--- config.mk ---
export PLATFORM = sky130hd
export DESIGN_NAME = str_fetch_dma_flat
export DESIGN_NICKNAME = d
export VERILOG_FILES = /design/src/rtl/str_fetch_dma_if.sv /design/src/rtl/str_fetch_dma.sv /design/src/flat_wrapper.sv
export SDC_FILE = /design/constraint.sdc
export NUM_CORES = 1
export LEC_CHECK = 0
export ABC_AREA = 1
export ABC_CLOCK_PERIOD_IN_PS = 3100
export BUFFER_PORTS_ARGS = -buffer_cell sky130_fd_sc_hd__buf_4
export CAP_MARGIN = 40
export CORE_MARGIN = 8
export CORE_UTILIZATION = 59
export CTS_CLUSTER_SIZE = 10
export DETAILED_ROUTE_END_ITERATION = 8
export HOLD_SLACK_MARGIN = 0.06
export PLACE_DENSITY_LB_ADDON = 0.25
export SYNTH_ARGS = -nofsm -noshare
export SYNTH_HDL_FRONTEND = slang
export SYNTH_SLANG_ARGS = --single-unit
--- constraint.sdc ---
create_clock -name ADC_CLK_10 -period 3.1 [get_ports ADC_CLK_10]
set_clock_uncertainty 0.2 [all_clocks]
set_input_delay 0.155 -clock ADC_CLK_10 [delete_from_list [all_inputs] [get_ports ADC_CLK_10]]
set_output_delay 0.155 -clock ADC_CLK_10 [all_outputs]
set_load 0.02 [all_outputs]
--- src/rtl/str_fetch_dma_if.sv ---
// Port-2 memory read bus and downstream byte stream shared by the string fetch DMA and its neighbours.
interface str_fetch_dma_if #(
  parameter int ADDR_W = 32
);
  logic [ADDR_W-1:0] mem_addr;
  logic              mem_rd_en;
  logic [3:0]        mem_loadtype;
  logic [7:0]        mem_rd_data;
  logic [7:0]        out_data;
  logic              out_valid;
  logic              out_ready;

  modport master (
    output mem_addr, mem_rd_en, mem_loadtype, out_data, out_valid,
    input  mem_rd_data, out_ready
  );

  modport slave (
    input  mem_addr, mem_rd_en, mem_loadtype, out_data, out_valid,
    output mem_rd_data, out_ready
  );
endinterface

--- src/rtl/str_fetch_dma.sv ---
// Fetches a NUL-terminated byte string from memory port 2 into a FWFT FIFO for the byte streamer.
module str_fetch_dma #(
  parameter int         ADDR_W     = 32,
  parameter int         MAX_LEN    = 1024,
  parameter int         FIFO_DEPTH = 16,
  parameter logic [3:0] LOAD_BYTE  = 4'h1
) (
  input  logic              ADC_CLK_10,
  input  logic              rst,
  input  logic              start,
  input  logic [ADDR_W-1:0] base_addr,
  str_fetch_dma_if.master   bus,
  output logic              busy,
  output logic              done,
  output logic [10:0]       byte_count,
  output logic              truncated
);

  localparam int PTR_W = $clog2(FIFO_DEPTH);
  localparam int CNT_W = PTR_W + 1;
  localparam logic [CNT_W-1:0] FULL_CNT = CNT_W'(FIFO_DEPTH);

  typedef enum logic [2:0] {IDLE, ISSUE, CAPTURE, TERM, DRAIN} state_e;

  state_e            state_q;
  logic [ADDR_W-1:0] addr_q;
  logic              rd_en_q;
  logic              done_q;
  logic              trunc_q;
  logic [10:0]       count_q;

  logic [7:0]        fifo_mem [FIFO_DEPTH];
  logic [PTR_W-1:0]  wr_ptr_q, rd_ptr_q;
  logic [CNT_W-1:0]  fill_q, fill_d;
  logic              fifo_empty, fifo_full;
  logic              push, pop;
  logic [7:0]        push_data;

  always_comb begin
    fifo_empty = (fill_q == '0);
    fifo_full  = (fill_q == FULL_CNT);
    pop        = !fifo_empty && bus.out_ready;
    push       = (state_q == CAPTURE) || ((state_q == TERM) && !fifo_full);
    push_data  = (state_q == CAPTURE) ? bus.mem_rd_data : 8'h00;
    fill_d     = fill_q;
    if (push && !pop)
      fill_d = fill_q + CNT_W'(1);
    else if (!push && pop)
      fill_d = fill_q - CNT_W'(1);
  end

  always_ff @(posedge ADC_CLK_10 or posedge rst) begin
    if (rst) begin
      wr_ptr_q <= '0;
      rd_ptr_q <= '0;
      fill_q   <= '0;
    end else begin
      if (push) wr_ptr_q <= wr_ptr_q + PTR_W'(1);
      if (pop)  rd_ptr_q <= rd_ptr_q + PTR_W'(1);
      fill_q <= fill_d;
    end
  end

  always_ff @(posedge ADC_CLK_10) begin
    if (push) fifo_mem[wr_ptr_q] <= push_data;
  end

  // rd_en_q is precomputed from next-cycle fill, so in ISSUE it equals (fill_q < FIFO_DEPTH).
  always_ff @(posedge ADC_CLK_10 or posedge rst) begin
    if (rst) begin
      state_q <= IDLE;
      addr_q  <= '0;
      rd_en_q <= 1'b0;
      done_q  <= 1'b0;
      trunc_q <= 1'b0;
      count_q <= '0;
    end else begin
      done_q  <= 1'b0;
      rd_en_q <= 1'b0;
      case (state_q)
        IDLE: begin
          if (start) begin
            addr_q  <= base_addr;
            count_q <= '0;
            trunc_q <= 1'b0;
            state_q <= ISSUE;
            rd_en_q <= (fill_d < FULL_CNT);
          end
        end
        ISSUE: begin
          if (rd_en_q) state_q <= CAPTURE;
          else         rd_en_q <= (fill_d < FULL_CNT);
        end
        CAPTURE: begin
          if (bus.mem_rd_data == 8'h00) begin
            state_q <= DRAIN;
          end else if (count_q == 11'(MAX_LEN - 1)) begin
            count_q <= count_q + 11'd1;
            state_q <= TERM;
          end else begin
            count_q <= count_q + 11'd1;
            addr_q  <= addr_q + ADDR_W'(1);
            state_q <= ISSUE;
            rd_en_q <= (fill_d < FULL_CNT);
          end
        end
        TERM: begin
          if (!fifo_full) begin
            trunc_q <= 1'b1;
            state_q <= DRAIN;
          end
        end
        DRAIN: begin
          if (fifo_empty) begin
            done_q  <= 1'b1;
            state_q <= IDLE;
          end
        end
        default: state_q <= IDLE;
      endcase
    end
  end

  assign bus.mem_addr     = addr_q;
  assign bus.mem_rd_en    = rd_en_q;
  assign bus.mem_loadtype = LOAD_BYTE;
  assign bus.out_valid    = !fifo_empty;
  assign bus.out_data     = fifo_empty ? '0 : fifo_mem[rd_ptr_q];
  assign busy             = (state_q != IDLE);
  assign done             = done_q;
  assign byte_count       = count_q;
  assign truncated        = trunc_q;

endmodule

--- src/flat_wrapper.sv ---
// flat-port wrapper written by rule: the top's interface ports become plain ports
module str_fetch_dma_flat 
#(
  parameter int         ADDR_W     = 32,
  parameter int         MAX_LEN    = 1024,
  parameter int         FIFO_DEPTH = 16,
  parameter logic [3:0] LOAD_BYTE  = 4'h1
)
  (ADC_CLK_10, rst, start, base_addr, busy, done, byte_count, truncated, bus_mem_addr, bus_mem_rd_en, bus_mem_loadtype, bus_out_data, bus_out_valid, bus_mem_rd_data, bus_out_ready);
  str_fetch_dma_if #(.ADDR_W(ADDR_W)) bus_i ();
  input  logic ADC_CLK_10;
  input  logic rst;
  input  logic start;
  input  logic [ADDR_W-1:0] base_addr;
  output logic busy;
  output logic done;
  output logic [10:0] byte_count;
  output logic truncated;
  output wire logic [$bits(bus_i.mem_addr)-1:0] bus_mem_addr;
  output wire logic [$bits(bus_i.mem_rd_en)-1:0] bus_mem_rd_en;
  output wire logic [$bits(bus_i.mem_loadtype)-1:0] bus_mem_loadtype;
  output wire logic [$bits(bus_i.out_data)-1:0] bus_out_data;
  output wire logic [$bits(bus_i.out_valid)-1:0] bus_out_valid;
  input wire logic [$bits(bus_i.mem_rd_data)-1:0] bus_mem_rd_data;
  input wire logic [$bits(bus_i.out_ready)-1:0] bus_out_ready;
  assign bus_mem_addr = bus_i.mem_addr;
  assign bus_mem_rd_en = bus_i.mem_rd_en;
  assign bus_mem_loadtype = bus_i.mem_loadtype;
  assign bus_out_data = bus_i.out_data;
  assign bus_out_valid = bus_i.out_valid;
  assign bus_i.mem_rd_data = bus_mem_rd_data;
  assign bus_i.out_ready = bus_out_ready;
  str_fetch_dma #(.ADDR_W(ADDR_W), .MAX_LEN(MAX_LEN), .FIFO_DEPTH(FIFO_DEPTH), .LOAD_BYTE(LOAD_BYTE)) u_core (.ADC_CLK_10(ADC_CLK_10), .rst(rst), .start(start), .base_addr(base_addr), .bus(bus_i), .busy(busy), .done(done), .byte_count(byte_count), .truncated(truncated));
endmodule
==> impl_metrics.yaml <==
floorplanning:
  die-width_um: 145
  rows: 47
  dieArea_mm2: 0.0209
  start_util: 0.596
  coreArea_mm2: 0.0163
  die_h_um: 145
  pin_count: 104
cells_and_area:
  nets: 1368
  syn_to_final_growth_pct: 19.7
  final_core_utilization: 0.714
  drive_above_1_share: 0.151
  diodes: 0
detailed_routing:
  dr_wl_met2_um: 12400
  wirelength_um: 24900
  drtAntennaViolNets: 0
  dr.pass1.iters: 5
  drtIter0Drc: 685
  drc: 0
  dr_wl_met3_um: 1580
  viasPerCell: 5.36
  wire_per_inst_um: 16.1
  vias: 8282
  drt-met1-wl_um: 10200
  topRoutingLayerUsed: "met4"
sta:
  worst_slew_pin_slew_ns: 0.729
  finalSetupTns_ns: 0
  setup_violations: 0
  hold_viol: 0
  post-route-period-util: 0.869
  timing.slew.headroom: 0.512
  fin_crit_ns: 2.69
  rsz0062_at_grt: "no"
  max_freq_mhz: 371
  slew_viol_final: 0
yosys:
  ys_seq_area_frac: 0.553
  yosys_warnings: 0
  mappedNetlistArea_mm2: 0.00975
  synth_cell_types: 33
  ys_ff_latch: 190
  syn_inst: 1173
  syn_avg_cell_area_um2: 8.31
  synth_ff_type: "edfxtp_1"
  synthArstFlopShare: 0.326
  synth_edf_count: 128
global_routing:
  antenna_found_initial: 0
  grt_pass1_wl_um: 40600
  grt_max_degree: 67
  grt_use_total: 0.254
  overflow: 0
  grt_pass1_vias: 8098
clock_network:
  cts_max_level: 4
  cts_tree: "built"
  clock-root-buffer: "clkbuf_16"
  cts_buffers: 17
  cts.sinks: 190
  path_clk_slew_ns: 0.08
  clock_latency_ns: 0.43
  cts_hold_buf: 35
  postCtsSetupRepairBufs: 0
  cts-resized-gates: 0
  clockBufferDepth: 2
hold_path:
  hold_path.class: "input port to register"
  holdPathStages: 9
critical_path:
  crit_path_start_kind: "register"
  worstPathArrival_ns: 2.34
  critPathMaxFanout: 66
  reg2regPathDepth: 9
  critPathCaptureType: "primary output"
  crit_type: "register to primary output"
  worstPathRequired_ns: 2.74
status:
  status: "complete, no violations"
place:
  io_buffers: 99
  place.gp.congestion: 0.922
  place_hpwl_um: 17100
pwr:
  leakage_nw: 5.13
  ir_drop_v: 0.000644
  power_density_mw_per_mm2: 893
run:
  drv_cap: 0
metal layers:
metal  GRT usage  vias to the layer above
met1       0.308                     3838
met3      0.0584                       48
met2       0.428                      327
met4       0.106                        0
met5           0                        -
li1            -                     4069
final timing paths:
path | startpoint | to | slack [ns]
hold / removal | bus_mem_rd_data[0] | u_core.state_q[1]$_DFFE_PP0P_ | 0.07
setup / recovery | u_core.rd_ptr_q[0]$_DFFE_PP0P_ | bus_out_data[0] | 0.41
hold reg to reg | u_core.truncated$_DFFE_PP0P_ | u_core.truncated$_DFFE_PP0P_ | 0.33
min in group asynchronous | rst | u_core.truncated$_DFFE_PP0P_ | 0.09
max in group asynchronous | rst | u_core.bus.mem_addr[31]$_DFFE_PP0P_ | 1.87
setup reg to reg | u_core.fill_q[0]$_DFFE_PP0P_ | u_core.fifo_mem[0][7]$_DFFE_PP_ | 0.46
registers in the layout, indices dropped and copies added, names as in the netlist:
signal	cells
u_core.state_q	3
u_core.bus.mem_addr	32
u_core.truncated	1
u_core.wr_ptr_q	4
u_core.fifo_mem	128
u_core.done	1
u_core.bus.mem_rd_en	1
u_core.rd_ptr_q	4
u_core.fill_q	5
u_core.byte_count	11
through the flow:
step | area (um2) | power [mW] | hold WS [ns] | setup slack [ns] | std cells
global placement | 10800 | 8.26 | 0.241 | 0.583 | 1478
detailed placement | 10800 | 8.38 | -0.0144 | 0.503 | 1479
finish | 11700 | 10.4 | 0.0651 | 0.406 | 1546
CTS | 11700 | 10.4 | 0.0621 | 0.420 | 1546
floorplan | 9760 | 6.81 | 0.139 | 0.797 | 1175
global route | 11700 | 11.1 | 0.0968 | 0.194 | 1546
cell families (layout without fill, tap and decap cells):
| family | after synthesis | count (layout) | share of synthesized area |
|---|---|---|---|
| AND/OR/NAND/NOR | 752 | 752 | 0.322 |
| flip-flops | 190 | 190 | 0.553 |
| buffers and inverters | 148 | 299 | 0.0660 |
| AO/OA/AOI/OAI | 60 | 60 | 0.0352 |
| adder cells (fa/ha/maj) | 11 | 11 | 0.0141 |
| XOR/XNOR | 10 | 10 | 0.00898 |
| other | 2 | 4 | 0.000770 |
cells in the mapped netlist (2+ instances only):
master,number,share of area
a21oi_1,18,0.0092
conb_1,2,0.00077
nor3_1,6,0.0031
xnor2_1,2,0.0018
dfrtp_1,62,0.16
buf_4,11,0.0085
nand4_1,6,0.0039
inv_1,94,0.036
clkinv_1,2,0.00077
buf_6,2,0.0023
nor2_1,107,0.041
buf_1,4,0.0015
clkbuf_1,4,0.0015
nor2_4,2,0.0023
nor2_2,2,0.0013
a22oi_1,2,0.0015
nand3_1,167,0.086
inv_2,6,0.0023
nand2_2,2,0.0013
buf_2,25,0.013
ha_1,11,0.014
or2_2,19,0.012
edfxtp_1,128,0.39
o211ai_1,3,0.0023
xor2_1,8,0.0072
nand2_1,439,0.17
o21ai_0,27,0.014
o21ai_2,7,0.0063
where the power goes:
group	internal (mW)	switching [mW]	total [mW]
clock	1.04	0.969	2.01
sequential	3.20	0.521	3.73
combinational	1.61	3.08	4.69
total	5.85	4.57	10.4
worst max-delay path: stages (launching register included):
cell and delay (ns):
dfrtp_2 0.38, buf_4 0.57, nand2_1 0.15, nand3_1 0.15, nand3_1 0.15, nand2_1 0.09
nand2_1 0.06, a21oi_1 0.16, buf_4 0.17
area by class of cell:
type / count / area [um2]
tap: 220 / 275
clock buffer: 17 / 425
multi-input combinational: 837 / 3720
fill: 1294 / 4670
clock inverter: 15 / 113
timing repair buffer: 165 / 1360
sequential: 190 / 5400
inverter: 102 / 383
cells in the final DEF, fill, tap and decap left out, types with 4 or more instances in the layout:
cell type	netlist	layout
a21oi_1	18	18
buf_4	11	127
clkbuf_16	0	17
clkinv_1	2	6
clkinvlp_4	0	4
conb_1	2	4
dfrtp_1	62	61
dlygate4sd3_1	0	35
edfxtp_1	128	128
ha_1	11	11
inv_1	94	92
inv_2	6	7
inv_6	0	4
nand2_1	439	439
nand3_1	167	167
nand4_1	6	6
nor2_1	107	107
nor3_1	6	6
o21ai_0	27	27
o21ai_2	7	7
or2_2	19	19
xor2_1	8	8
No activity file was read; power rests on OpenSTA's default activity.
